`src/rtl/lcd_spi_serializer.sv`:
```
`default_nettype none
// ============================================================================
// Module  : lcd_spi_serializer
// Brief   : ST7789 panel reset sequencer plus AXI-Stream byte to SPI mode-0
//           serializer (MSB first, TUSER drives DC, TLAST releases CS).
// Revision: 1.0 - initial release
// ============================================================================
module lcd_spi_serializer #(
  parameter int CLK_DIV         = 2,
  parameter int RST_HOLD_CYCLES = 1000,
  parameter int RST_WAIT_CYCLES = 12000
) (
  input  logic       CLK,
  input  logic       RESET,
  input  logic [7:0] S_AXIS_TDATA,
  input  logic       S_AXIS_TUSER,
  input  logic       S_AXIS_TVALID,
  input  logic       S_AXIS_TLAST,
  output logic       S_AXIS_TREADY,
  output logic       LCD_RST,
  output logic       LCD_CS,
  output logic       LCD_DC,
  output logic       LCD_SDA,
  output logic       LCD_SCK,
  output logic       BUSY
);

  localparam int c_HALF_W = $clog2(CLK_DIV + 1);
  localparam int c_HOLD_W = $clog2(RST_HOLD_CYCLES + 1);
  localparam int c_WAIT_W = $clog2(RST_WAIT_CYCLES + 1);

  localparam logic [c_HALF_W-1:0] c_HALF_LAST = c_HALF_W'(CLK_DIV - 1);
  localparam logic [c_HALF_W-1:0] c_HALF_ONE  = c_HALF_W'(1);
  localparam logic [c_HOLD_W-1:0] c_HOLD_LAST = c_HOLD_W'(RST_HOLD_CYCLES - 1);
  localparam logic [c_HOLD_W-1:0] c_HOLD_ONE  = c_HOLD_W'(1);
  localparam logic [c_WAIT_W-1:0] c_WAIT_LAST = c_WAIT_W'(RST_WAIT_CYCLES - 1);
  localparam logic [c_WAIT_W-1:0] c_WAIT_ONE  = c_WAIT_W'(1);

  localparam logic [2:0] c_ST_RST_HOLD = 3'd0;
  localparam logic [2:0] c_ST_RST_WAIT = 3'd1;
  localparam logic [2:0] c_ST_IDLE     = 3'd2;
  localparam logic [2:0] c_ST_SHIFT    = 3'd3;
  localparam logic [2:0] c_ST_CS_GAP   = 3'd4;

  logic [2:0]          r_state;
  logic [c_HOLD_W-1:0] r_hold_cnt;
  logic [c_WAIT_W-1:0] r_wait_cnt;
  logic [c_HALF_W-1:0] r_half_cnt;
  logic [2:0]          r_bit_idx;
  logic [7:0]          r_shreg;
  logic                r_last;
  logic                r_lcd_rst;
  logic                r_cs;
  logic                r_dc;
  logic                r_sda;
  logic                r_sck;

  logic [2:0]          w_next_idx;
  logic                w_half_done;

  assign w_next_idx  = r_bit_idx - 3'd1;
  assign w_half_done = (r_half_cnt == c_HALF_LAST);

  always_ff @(posedge CLK) begin
    if (RESET) begin
      r_state    <= c_ST_RST_HOLD;
      r_hold_cnt <= '0;
      r_wait_cnt <= '0;
      r_half_cnt <= '0;
      r_bit_idx  <= 3'd7;
      r_shreg    <= '0;
      r_last     <= 1'b0;
      r_lcd_rst  <= 1'b0;
      r_cs       <= 1'b1;
      r_dc       <= 1'b0;
      r_sda      <= 1'b0;
      r_sck      <= 1'b0;
    end else begin
      case (r_state)
        c_ST_RST_HOLD: begin
          if (r_hold_cnt == c_HOLD_LAST) begin
            r_state    <= c_ST_RST_WAIT;
            r_lcd_rst  <= 1'b1;
            r_wait_cnt <= '0;
          end else begin
            r_hold_cnt <= r_hold_cnt + c_HOLD_ONE;
          end
        end
        c_ST_RST_WAIT: begin
          if (r_wait_cnt == c_WAIT_LAST) begin
            r_state <= c_ST_IDLE;
          end else begin
            r_wait_cnt <= r_wait_cnt + c_WAIT_ONE;
          end
        end
        c_ST_IDLE: begin
          // CS/DC/SDA deliberately keep their last values between bytes
          if (S_AXIS_TVALID) begin
            r_state    <= c_ST_SHIFT;
            r_shreg    <= S_AXIS_TDATA;
            r_last     <= S_AXIS_TLAST;
            r_dc       <= S_AXIS_TUSER;
            r_sda      <= S_AXIS_TDATA[7];
            r_cs       <= 1'b0;
            r_sck      <= 1'b0;
            r_half_cnt <= '0;
            r_bit_idx  <= 3'd7;
          end
        end
        c_ST_SHIFT: begin
          if (w_half_done) begin
            r_half_cnt <= '0;
            if (!r_sck) begin
              r_sck <= 1'b1;
            end else if (r_bit_idx == 3'd0) begin
              r_sck <= 1'b0;
              if (r_last) begin
                r_state <= c_ST_CS_GAP;
                r_cs    <= 1'b1;
              end else begin
                r_state <= c_ST_IDLE;
              end
            end else begin
              // falling edge: present the next bit while SCK is low
              r_sck     <= 1'b0;
              r_bit_idx <= w_next_idx;
              r_sda     <= r_shreg[w_next_idx];
            end
          end else begin
            r_half_cnt <= r_half_cnt + c_HALF_ONE;
          end
        end
        c_ST_CS_GAP: begin
          if (w_half_done) begin
            r_state    <= c_ST_IDLE;
            r_half_cnt <= '0;
          end else begin
            r_half_cnt <= r_half_cnt + c_HALF_ONE;
          end
        end
        default: begin
          r_state <= c_ST_RST_HOLD;
        end
      endcase
    end
  end

  assign S_AXIS_TREADY = (r_state == c_ST_IDLE);
  assign BUSY          = (r_state != c_ST_IDLE);
  assign LCD_RST       = r_lcd_rst;
  assign LCD_CS        = r_cs;
  assign LCD_DC        = r_dc;
  assign LCD_SDA       = r_sda;
  assign LCD_SCK       = r_sck;

endmodule
`default_nettype wire

```
`config.mk`:
```
export PLATFORM = sky130hd
export DESIGN_NAME = lcd_spi_serializer
export DESIGN_NICKNAME = d
export VERILOG_FILES = /design/src/rtl/lcd_spi_serializer.sv
export SDC_FILE = /design/constraint.sdc
export NUM_CORES = 1
export LEC_CHECK = 0
export BUFFER_PORTS_ARGS = -buffer_cell sky130_fd_sc_hd__buf_4
export CORE_MARGIN = 1.5
export CORE_UTILIZATION = 58
export CTS_CLUSTER_DIAMETER = 50
export DETAILED_ROUTE_END_ITERATION = 6
export PLACE_DENSITY = 0.77
export SYNTH_ARGS = -nofsm -noshare
export SYNTH_HDL_FRONTEND = slang
export SYNTH_SLANG_ARGS = --single-unit
```
`constraint.sdc`:
```
create_clock -name CLK -period 2.2 [get_ports CLK]
set_input_delay 0.11 -clock CLK [delete_from_list [all_inputs] [get_ports CLK]]
set_output_delay 0.11 -clock CLK [all_outputs]
set_load 0.1 [all_outputs]
```
==> impl_metrics.env <==
export IMPL_status="finished, final reports clean"
export IMPL_maxCapViolations=0
export IMPL_clk_pin_slew_worst_paths_ns=0.08
export IMPL_path_class="reg2reg"
export IMPL_root_buffer="clkbuf_8"
export IMPL_drt_first_pass_iters=7
export IMPL_rr_worst_depth=5
export IMPL_cts_buffers=5
export IMPL_min_path_cells=3
export IMPL_critical_path_arrival_ns=2.28
export IMPL_relSlewSlack=0.683
export IMPL_fin_setup_tns_ns=0
export IMPL_grt_pass1_vias=1771
export IMPL_nFillCells=314
export IMPL_powerDensity_mw_per_mm2=727
export IMPL_path_delay_family="simple AND/OR/NAND/NOR gates"
export IMPL_ctsHoldBuffers=0
export IMPL_setup_worst_path_end_class="flip-flop"
export IMPL_grt_max_degree=32
export IMPL_critPathMaxFanout=5
export IMPL_cp_start_kind="flip-flop"
export IMPL_final_seq_area_um2=922
export IMPL_synth_edf_count=0
export IMPL_max_freq_mhz=479
export IMPL_hold_path_class="in2reg"
export IMPL_die_height_um=64.6
export IMPL_cts_tree="done"
export IMPL_syn_num_nets=281
export IMPL_cts_sinks=46
export IMPL_core_mm2=0.00366
export IMPL_wire_per_inst_um=13.2
export IMPL_grt_pass1_wl_um=7760
export IMPL_finalPower_mw=1.87
export IMPL_synth_seq_cells=46
export IMPL_ant_nets=0
export IMPL_wl_um=4500
export IMPL_synthArstFlopShare=0
export IMPL_worst_path_largest_cell_delay_ns=0.55
export IMPL_area_delta_synth_final_pct=16.7
export IMPL_finalCriticalPeriod_ns=2.09
export IMPL_pin_count=20
export IMPL_clk_latency_ns=0.30
export IMPL_finalSetupViolCount=0
export IMPL_io_buffers=19
export IMPL_grt_use_total=0.235
export IMPL_path_cells="or4b_4, or4_4, nand2_2, nand4_1, mux2_2"
export IMPL_nNetsFinal=310
export IMPL_clockBufferDepth=2
export IMPL_syn_cell_area_mm2=0.00220
export IMPL_rrSetupSlack_ns=0.11
export IMPL_min_period_over_period=0.950
export IMPL_rsz0062_at_grt="no"
export IMPL_mostFrequentLayoutCell="dfxtp_1"
export IMPL_worst_path_stages=5
export IMPL_synth_area_per_cell_um2=8.34
export IMPL_die_w_um=64.6
export IMPL_leakagePower_nw=0.907
export IMPL_postCtsSetupRepairBufs=0
export IMPL_grt_antenna_before_repair=0
export IMPL_cts_resized=0
export IMPL_cts_max_level=2
export IMPL_n_antenna_cell=0
export IMPL_finalWeightedCongestion=0.890
export IMPL_ir_drop_v=0.000436
export IMPL_vias=1980
export IMPL_hpwl_um=3220
export IMPL_drc=0
export IMPL_yosys_cell_types_count=42
export IMPL_synthFlopType="dfxtp_1"
export IMPL_drive_above_1_share=0.167
export IMPL_yosysWarnings=0
export IMPL_layout_common_cells="45 x dfxtp_1, 37 x nand2_1, 31 x buf_4, 26 x nor2_1, 22 x a21oi_1"
export IMPL_path_buf_inv=0
export IMPL_yosysSeqAreaShare=0.418
export IMPL_start_util=0.602
export IMPL_viasPerCell=5.79
export IMPL_dieArea_mm2=0.00418
export IMPL_grt_ovfl_total=0
export IMPL_crit_required_ns=2.39
export IMPL_maxSlewViolCount=0
export IMPL_finalHoldViolCount=0
export IMPL_worst_path_max_delay_cell="or4b_4"
export IMPL_drtIter0Drc=118
export IMPL_finalClockSkew_ns=0.00330
export IMPL_worst_pin_slew_ns=0.471
export IMPL_std_cell_rows=22
export IMPL_multi_input_area_mm2=0.00121
export IMPL_syn_inst=264
[worst reg2reg max path, stage by stage (launching register included)]
cell and delay (ns):
dfxtp_1 0.35, or4b_4 0.55, or4_4 0.54, nand2_2 0.14, nand4_1 0.11, mux2_2 0.30
[state kept, by name, indices dropped and copies added (netlist names)]
| signal | cells |
|---|---|
| r_shreg | 8 |
| r_state | 3 |
| LCD_RST | 1 |
| LCD_SCK | 1 |
| LCD_CS | 1 |
| LCD_DC | 1 |
| r_last | 1 |
| r_hold_cnt | 10 |
| LCD_SDA | 1 |
| r_bit_idx | 3 |
| r_half_cnt | 2 |
| r_wait_cnt | 14 |
[cell families (layout without fill, tap and decap cells)]
logic type / after synthesis / after routing / synth area share
and+or+nand+nor: 132 / 132 / 0.310
DFF: 46 / 46 / 0.418
AOI/OAI and AO/OA: 43 / 43 / 0.114
xor gates and xnor gates: 18 / 18 / 0.0716
buffers and inverters: 17 / 47 / 0.0330
adders and majority gates: 4 / 4 / 0.0227
muxes: 4 / 4 / 0.0301
[power by group]
group	switching [mW]	internal, mW
Sequential	0.0347	0.872
Clock	0.280	0.339
Combinational	0.192	0.150
Total	0.507	1.36
[cells in the mapped netlist, types with 5 or more instances]
cell type,instances,share of area
nand4_1,10,0.028
xor2_1,7,0.028
or3_1,6,0.017
inv_1,8,0.014
clkbuf_1,7,0.012
nand3_1,12,0.027
o21ai_0,8,0.018
nor3_1,6,0.014
nand2_1,37,0.063
nor2_1,26,0.044
dfxtp_1,46,0.42
nor4_1,8,0.023
and2_1,5,0.014
xnor2_1,11,0.044
a21oi_1,22,0.050
[final cells by class]
| type | instances | area share |
|---|---|---|
| clock buffer | 6 | 0.0282 |
| clock inverter | 2 | 0.0146 |
| inverter | 8 | 0.0131 |
| multi-input combinational | 201 | 0.471 |
| sequential | 46 | 0.359 |
| tap | 48 | 0.0234 |
| timing repair buffer | 31 | 0.0906 |
[worst paths after layout]
path,from,to
worst max-delay path,r_wait_cnt[5]$_SDFFE_PP0P_,r_state[0]$_SDFFE_PP0P_
worst min register to register,LCD_RST$_SDFFE_PP0P_,LCD_RST$_SDFFE_PP0P_
worst min-delay path,S_AXIS_TDATA[3],r_shreg[3]$_SDFFE_PP0P_
worst max register to register,r_wait_cnt[5]$_SDFFE_PP0P_,r_state[0]$_SDFFE_PP0P_
[per-layer routing]
layer,wire length (um),GRT usage
met2,2030,0.389
met4,52,0.0638
met3,184,0.0573
met5,0,0
met1,2230,0.306
[stage by stage]
step | hold WS, ns | area, um2 | setup slack [ns] | util | instances
4_1_cts | 0.0462 | 2570 | 0.119 | 0.702 | 342
3_5_place_dp | 0.368 | 2460 | 0.139 | 0.672 | 334
5_1_grt | 0.0580 | 2570 | 0.0443 | 0.702 | 342
3_3_place_gp | 0.358 | 2460 | 0.183 | 0.672 | 334
6_report | 0.0519 | 2570 | 0.111 | 0.702 | 342
2_1_floorplan | 0.246 | 2210 | 0.219 | - | 264
Note: power is estimated with default switching activity, not from simulation.
